[src/rtl/pipe_stage_reg.sv]
// Pipeline stage register with a one-entry skid buffer: MAIN drives the outputs and SKID
// absorbs the one instruction accepted while downstream stalls.
module pipe_stage_reg #(
    parameter int DATA_W = 64,
    parameter int CTRL_W = 16,
    parameter int CNT_W  = 16
) (
    input  logic              clock,
    input  logic              reset,
    input  logic              in_valid,
    output logic              in_ready,
    input  logic [DATA_W-1:0] in_data,
    input  logic [CTRL_W-1:0] in_ctrl,
    input  logic              flush,
    output logic              out_valid,
    input  logic              out_ready,
    output logic [DATA_W-1:0] out_data,
    output logic [CTRL_W-1:0] out_ctrl,
    output logic [1:0]        occupancy,
    output logic [CNT_W-1:0]  stall_count
);

    // Encoding equals the number of held instructions, so occupancy is the state itself.
    typedef enum logic [1:0] {
        ST_EMPTY = 2'd0,
        ST_ONE   = 2'd1,
        ST_FULL  = 2'd2
    } state_e;

    state_e              state_q, state_d;
    logic [DATA_W-1:0]   main_data_q, main_data_d;
    logic [CTRL_W-1:0]   main_ctrl_q, main_ctrl_d;
    logic [DATA_W-1:0]   skid_data_q, skid_data_d;
    logic [CTRL_W-1:0]   skid_ctrl_q, skid_ctrl_d;
    logic                in_ready_q, in_ready_d;
    logic [CNT_W-1:0]    stall_q, stall_d;

    logic in_xfer;
    logic out_xfer;

    // Handshake: a beat moves on a rising edge where valid and ready are both high;
    // in_ready is registered so it never depends combinationally on out_ready.
    assign out_valid = (state_q != ST_EMPTY);
    assign in_xfer   = in_valid & in_ready_q;
    assign out_xfer  = out_valid & out_ready;

    always_comb begin
        state_d     = state_q;
        main_data_d = main_data_q;
        main_ctrl_d = main_ctrl_q;
        skid_data_d = skid_data_q;
        skid_ctrl_d = skid_ctrl_q;

        if (flush) begin
            state_d = ST_EMPTY;
        end else begin
            case (state_q)
                ST_EMPTY: begin
                    if (in_xfer) begin
                        main_data_d = in_data;
                        main_ctrl_d = in_ctrl;
                        state_d     = ST_ONE;
                    end
                end
                ST_ONE: begin
                    if (in_xfer && out_xfer) begin
                        main_data_d = in_data;
                        main_ctrl_d = in_ctrl;
                    end else if (in_xfer) begin
                        skid_data_d = in_data;
                        skid_ctrl_d = in_ctrl;
                        state_d     = ST_FULL;
                    end else if (out_xfer) begin
                        state_d = ST_EMPTY;
                    end
                end
                ST_FULL: begin
                    // in_ready is low here, so only the downstream side can move.
                    if (out_xfer) begin
                        main_data_d = skid_data_q;
                        main_ctrl_d = skid_ctrl_q;
                        state_d     = ST_ONE;
                    end
                end
                default: state_d = ST_EMPTY;
            endcase
        end

        in_ready_d = (state_d != ST_FULL);

        stall_d = stall_q;
        if (out_valid && !out_ready && (stall_q != {CNT_W{1'b1}})) begin
            stall_d = stall_q + CNT_W'(1);
        end
    end

    always_ff @(posedge clock or negedge reset) begin
        if (!reset) begin
            state_q     <= ST_EMPTY;
            main_data_q <= '0;
            main_ctrl_q <= '0;
            skid_data_q <= '0;
            skid_ctrl_q <= '0;
            in_ready_q  <= 1'b0;
            stall_q     <= '0;
        end else begin
            state_q     <= state_d;
            main_data_q <= main_data_d;
            main_ctrl_q <= main_ctrl_d;
            skid_data_q <= skid_data_d;
            skid_ctrl_q <= skid_ctrl_d;
            in_ready_q  <= in_ready_d;
            stall_q     <= stall_d;
        end
    end

    assign in_ready    = in_ready_q;
    assign out_data    = main_data_q;
    assign out_ctrl    = out_valid ? main_ctrl_q : '0;
    assign occupancy   = state_q;
    assign stall_count = stall_q;

endmodule
[config.mk]
export PLATFORM = sky130hd
export DESIGN_NAME = pipe_stage_reg
export DESIGN_NICKNAME = d
export VERILOG_FILES = /design/src/rtl/pipe_stage_reg.sv
export SDC_FILE = /design/constraint.sdc
export NUM_CORES = 1
export LEC_CHECK = 0
export ABC_CLOCK_PERIOD_IN_PS = 4450
export BUFFER_PORTS_ARGS = -buffer_cell sky130_fd_sc_hd__buf_2
export CAP_MARGIN = 15
export CORE_MARGIN = 3
export CORE_UTILIZATION = 55
export DETAILED_ROUTE_END_ITERATION = 10
export PLACE_DENSITY = 0.8
export SLEW_MARGIN = 20
export SYNTH_ARGS = -nofsm -noshare
export SYNTH_HDL_FRONTEND = slang
export SYNTH_SLANG_ARGS = --single-unit
[constraint.sdc]
create_clock -name clock -period 4.45 [get_ports clock]
set_input_delay 0.2225 -clock clock [delete_from_list [all_inputs] [get_ports clock]]
set_output_delay 0.2225 -clock clock [all_outputs]
set_load 0.02 [all_outputs]
; Word level (Yosys, flattened, before mapping)
; Index checks and enable logic that the tools add are counted.
[op_classes]
n_addsub = 1
eq_ne = 7
muxes = 16
bitwise_logic = 4
n_reduce_logical = 9
[op_table]
columns = op, n
row1 = two-way mux 64 bit, 3
row2 = one-hot mux 64 bit (3 select lines), 1
row3 = two-way mux 16 bit, 4
row4 = one-hot mux 16 bit (3 select lines), 1
row5 = adder 16 x 1 -> 16 bit (second input constant), 1
row6 = inequality test 16 bit (second input constant), 1
row7 = two-way mux 2 bit, 6
row8 = inequality test 2 bit (second input constant), 4
row9 = one-hot mux 2 bit (3 select lines), 1
row10 = AND reduction 5 bit, 1
row11 = AND reduction 4 bit, 1
row12 = logical AND 1 bit, 3
row13 = nonzero test 3 bit, 1
row14 = AND 1 bit, 2
row15 = == test 2 x 1 -> 1 bit (second input constant), 1
row16 = == test 2 bit (second input constant), 1
row17 = zero test 2 bit, 1
row18 = NOT 1 bit, 2
row19 = nonzero test 2 bit, 1
row20 = zero test 1 bit, 1
[word_totals]
reg_bits = 179
input_bits = 85

; Longest topological paths before layout
[depth]
word_depth = 8
mapped_depth = 6

; Worst setup path after synthesis
; Ideal clock, no wire load.
[synth_path]
path_kind = flip-flop to flip-flop
start = register stall_q[0], in the netlist stall_count[0]
end = register stall_q[1], in the netlist stall_count[1]
arrival_time_ns = 1.720
required_ns = 4.325
path_slack_ns = 2.605
stages_incl_launch_ff = 6
path_buffers = 0
cell_sequence = dfrtp_1 -> ha_1 -> nand4_2 -> nor4_4 -> nor2_2 -> mux2_4
[synth_between]
elab_chain_cells = 2
[synth_lines]
columns = element, line
row1 = start: declaration, 36  ; logic [CNT_W-1:0] stall_q, stall_d;
row2 = start signal: assignment, 113  ; stall_q <= stall_d;
row3 = "parallel branches: the longest is 2 deep, another holds adder 16 x 1 -> 16 bit", --
; Several ways; the timed one is not identified.
; A chain may end at the register's enable or synchronous reset.

; Worst setup path after layout
[layout_path]
start = register state_q[0], in the netlist occupancy[0]
end = register main_ctrl_q[14]
[layout_between]
elab_chain_cells = 5
[layout_lines]
columns = element, line
row1 = start: declaration, 30  ; state_e state_q, state_d;
row2 = start signal: assignment, 107  ; state_q <= state_d;
row3 = nonzero test 2 bit, 43  ; assign out_valid = (state_q != ST_EMPTY);
row4 = AND 1 bit, 45  ; assign out_xfer = out_valid & out_ready;
row5 = logical AND 1 bit, 66  ; if (in_xfer && out_xfer) begin
row6 = inequality test 2 bit (no source line), --
row7 = AND reduction 5 bit (no source line), --
row8 = end signal: assignment, 109  ; main_ctrl_q <= main_ctrl_d;
row9 = end: declaration, 32  ; logic [CTRL_W-1:0] main_ctrl_q, main_ctrl_d;
; Several ways; a longest one is shown, not always the timed one.

==> metrics <==
outcome=completed; Slew Limit Fails=0; Comb pwr share=21.8%; minimum clock period=~2.3 ns; predominant post-synthesis flop cell=dfrtp_1; crit-path most repeated cell=nand2_1; Via Count=approximately 5.7k; clk sinks=179; Overall Global Routing Usage=between 20% and 30%; Worst R2R Setup Slack=2.18 ns; Post-synth EDFFs=0; # IOs=between 150 and 200; CTS tree=yes; # Post-CTS Setup Buffers=0; period utilisation layout=51.0%; FF+latch count, synth=roughly 180; Netlist cell types=35; Final TNS setup=0 ns; Max Fanout on Critical Path=46; ys async rst share=100%; share of layout cells above drive strength 1=42.9%; # port buffers=184; total iterations of the first detailed-routing run=5; Critical Path RT=4.80 ns; Iteration-0 DRC Markers=about 320; Worst-Skew Late Latency=0.42 ns; first-pass GRT wire length=28300 um; CP Cell Sequence=nand2b_2 > buf_4 > nand2_1 > nand2_1 > mux2_2; Crit. End Element=flop; initial antenna violation count=0; die area=16000 um^2; Core ar.=about 14000 um^2; Fill cells=1057; pin count of the biggest net entering global routing=between 100 and 150; CP Launch Type=flop; root buffer cell=clkbuf_16; Gates resized, CTS repair=0; cell row count=43; Psw=~1.3 mW; number of antenna-violating nets in the routed design=0; Nets=966; grt ovf=0; internal power=around 3.3 mW; H-tree Lvls=4; die width=~130 um; Die H=126 um; Hold Violations, Final=0; synthesized area=~8000 um^2; multi-input combinational cell area=3350 um^2; Critical Path AT=2.62 ns; hpwl dp=between 10000 and 15000 um; Post-Synthesis Cells=705; RR Startpoint=occupancy[0]$_DFF_PN0_; Reg power frac=48.3%; Hold-fix buffers, CTS=1; RSZ-0062 raised after global routing=false; Worst path max stage delay=0.72 ns; clock power share=29.9%; Slew headroom=27.7%; final core occ=68.5%; critical path depth in cells=5; Leak Pwr=4.91 nW; Worst path slowest cell=nand2b_2; Crit Path Class=flop to flop; Via density=5.32; CP startpoint=occupancy[0]$_DFF_PN0_; critical hold path startpoint=flush; gp weighted congestion=0.761; DRC=0; Worst path top cell family by delay=simple AND/OR/NAND/NOR gates; reg2reg end=main_ctrl_q[14]$_DFFE_PN0P_; vias in the first global route=roughly 5.7k; syn_area_per_cell=~11 um^2; starting density of the core=roughly 57%; area delta synth->final=20.7%; Tightest Pin Transition=roughly 1.1 ns; maximum ir drop on the vdd rail=0.410 mV; Yosys warning count=0; Reg clk slew, reported paths=0.06 ns; reg2reg path depth=5; CP Capture Point=main_ctrl_q[14]$_DFFE_PN0P_; routed len/inst=~16 um; cts bufs inserted=17; final WL=17000 um; final setup vio count=0; most common cell after layout, fill and taps aside=nand2_1; Worst Hold Class=input port to flop; Worst Path Buf+Inv=1; Seq/Total Area, Yosys=between 50% and 60%; Worst Skew=approximately 0.012 ns; Mapped Nets=around 800; maximum clock insertion buffer count=2; Pwr per Cell Area=486 nW/um^2; most frequent cells in the layout=246 x nand2_1, 183 x buf_2, 179 x dfrtp_1; FF/Latch Area=4480 um^2; max-cap check violation count=0; Peak Freq=441 MHz; diode count=0; Switching Fraction=28.7%
[flip-flops by register name, summed over array words and instances (netlist names)]
signal / cells
out_data: 64
skid_data_q: 64
main_ctrl_q: 16
skid_ctrl_q: 16
stall_count: 16
occupancy: 2
in_ready: 1
[stage by stage]
step | std cells | total power, mW | hold slack [ns] | area [um^2] | worst slack, ns
2_1_floorplan | 705 | 2.92 | -0.0731 | 7970 | 2.60
3_3_place_gp | 1040 | 3.25 | 0.389 | 9050 | 2.25
3_5_place_dp | 1040 | 3.31 | 0.380 | 9050 | 2.20
4_1_cts | 1073 | 4.71 | 0.00686 | 9610 | 2.18
5_1_grt | 1073 | 4.90 | 0.0173 | 9610 | 2.02
6_report | 1073 | 4.67 | 0.0300 | 9610 | 2.18
[power groups by stage]
stage,Sequential (mW),Combinational [mW],Clock (mW)
after global routing,2.31,1.11,1.49
after detailed placement,2.28,1.03,0
final,2.26,1.02,1.39
after floorplan,2.42,0.505,0
after CTS,2.25,1.03,1.42
after global placement,2.26,0.997,0
[worst min-delay path by stage]
stage	cells after the start	slack [ns]	to
2_1_floorplan	0	-0.07	in_ready$_DFF_PN0_
3_3_place_gp	1	0.39	skid_data_q[40]$_DFFE_PN0P_
3_5_place_dp	1	0.38	out_data[38]$_DFFE_PN0P_
4_1_cts	2	0.007	occupancy[0]$_DFF_PN0_
5_1_grt	2	0.02	occupancy[0]$_DFF_PN0_
6_report	2	0.03	occupancy[0]$_DFF_PN0_
[cell families after synthesis]
family	after synthesis	synth area share (%)
AND/OR/NAND/NOR	306	16.6
flip-flops	179	56.2
multiplexers	161	22.8
buffers and inverters	38	2.06
XOR/XNOR	15	1.65
AO/OA/AOI/OAI	5	0.503
adder cells (fa/ha/maj)	1	0.157
[routing by layer]
layer	track usage, %	wire [um]	vias up	part of all wire (%)
met1	29.2	7450	2823	44
li1	-	-	2690	-
met3	4.84	925	20	5.5
met2	36.0	8330	174	49
met5	0	0	-	0
met4	7.00	255	0	1.5
[cell usage after synthesis (2+ instances only)]
cell type	n	area share (%)
mux2_1	6	0.85
mux2_2	154	22
inv_1	2	0.094
nand2b_1	3	0.24
nand2_1	246	12
nor2_2	2	0.16
nor4b_1	2	0.22
and3_1	4	0.31
nor3b_1	2	0.19
nor4_1	2	0.16
dfrtp_1	179	56
nand3_1	6	0.38
nand4_2	2	0.31
nor2_1	8	0.38
clkbuf_1	13	0.61
nor3_1	4	0.25
xnor2_1	2	0.22
nor2b_1	17	1.3
and4_1	2	0.22
buf_2	17	1.1
xor2_1	13	1.4
buf_1	6	0.28
[final cells by class]
type	count	area share, %
clock inverters	9	0.846
repair buffers	192	10.4
flip-flops and latches	179	46.6
multi-input cells	488	34.9
clock buffers	23	4.87
well taps	180	2.34
inverters	2	0.0781
(Power assumes the default switching activity.)
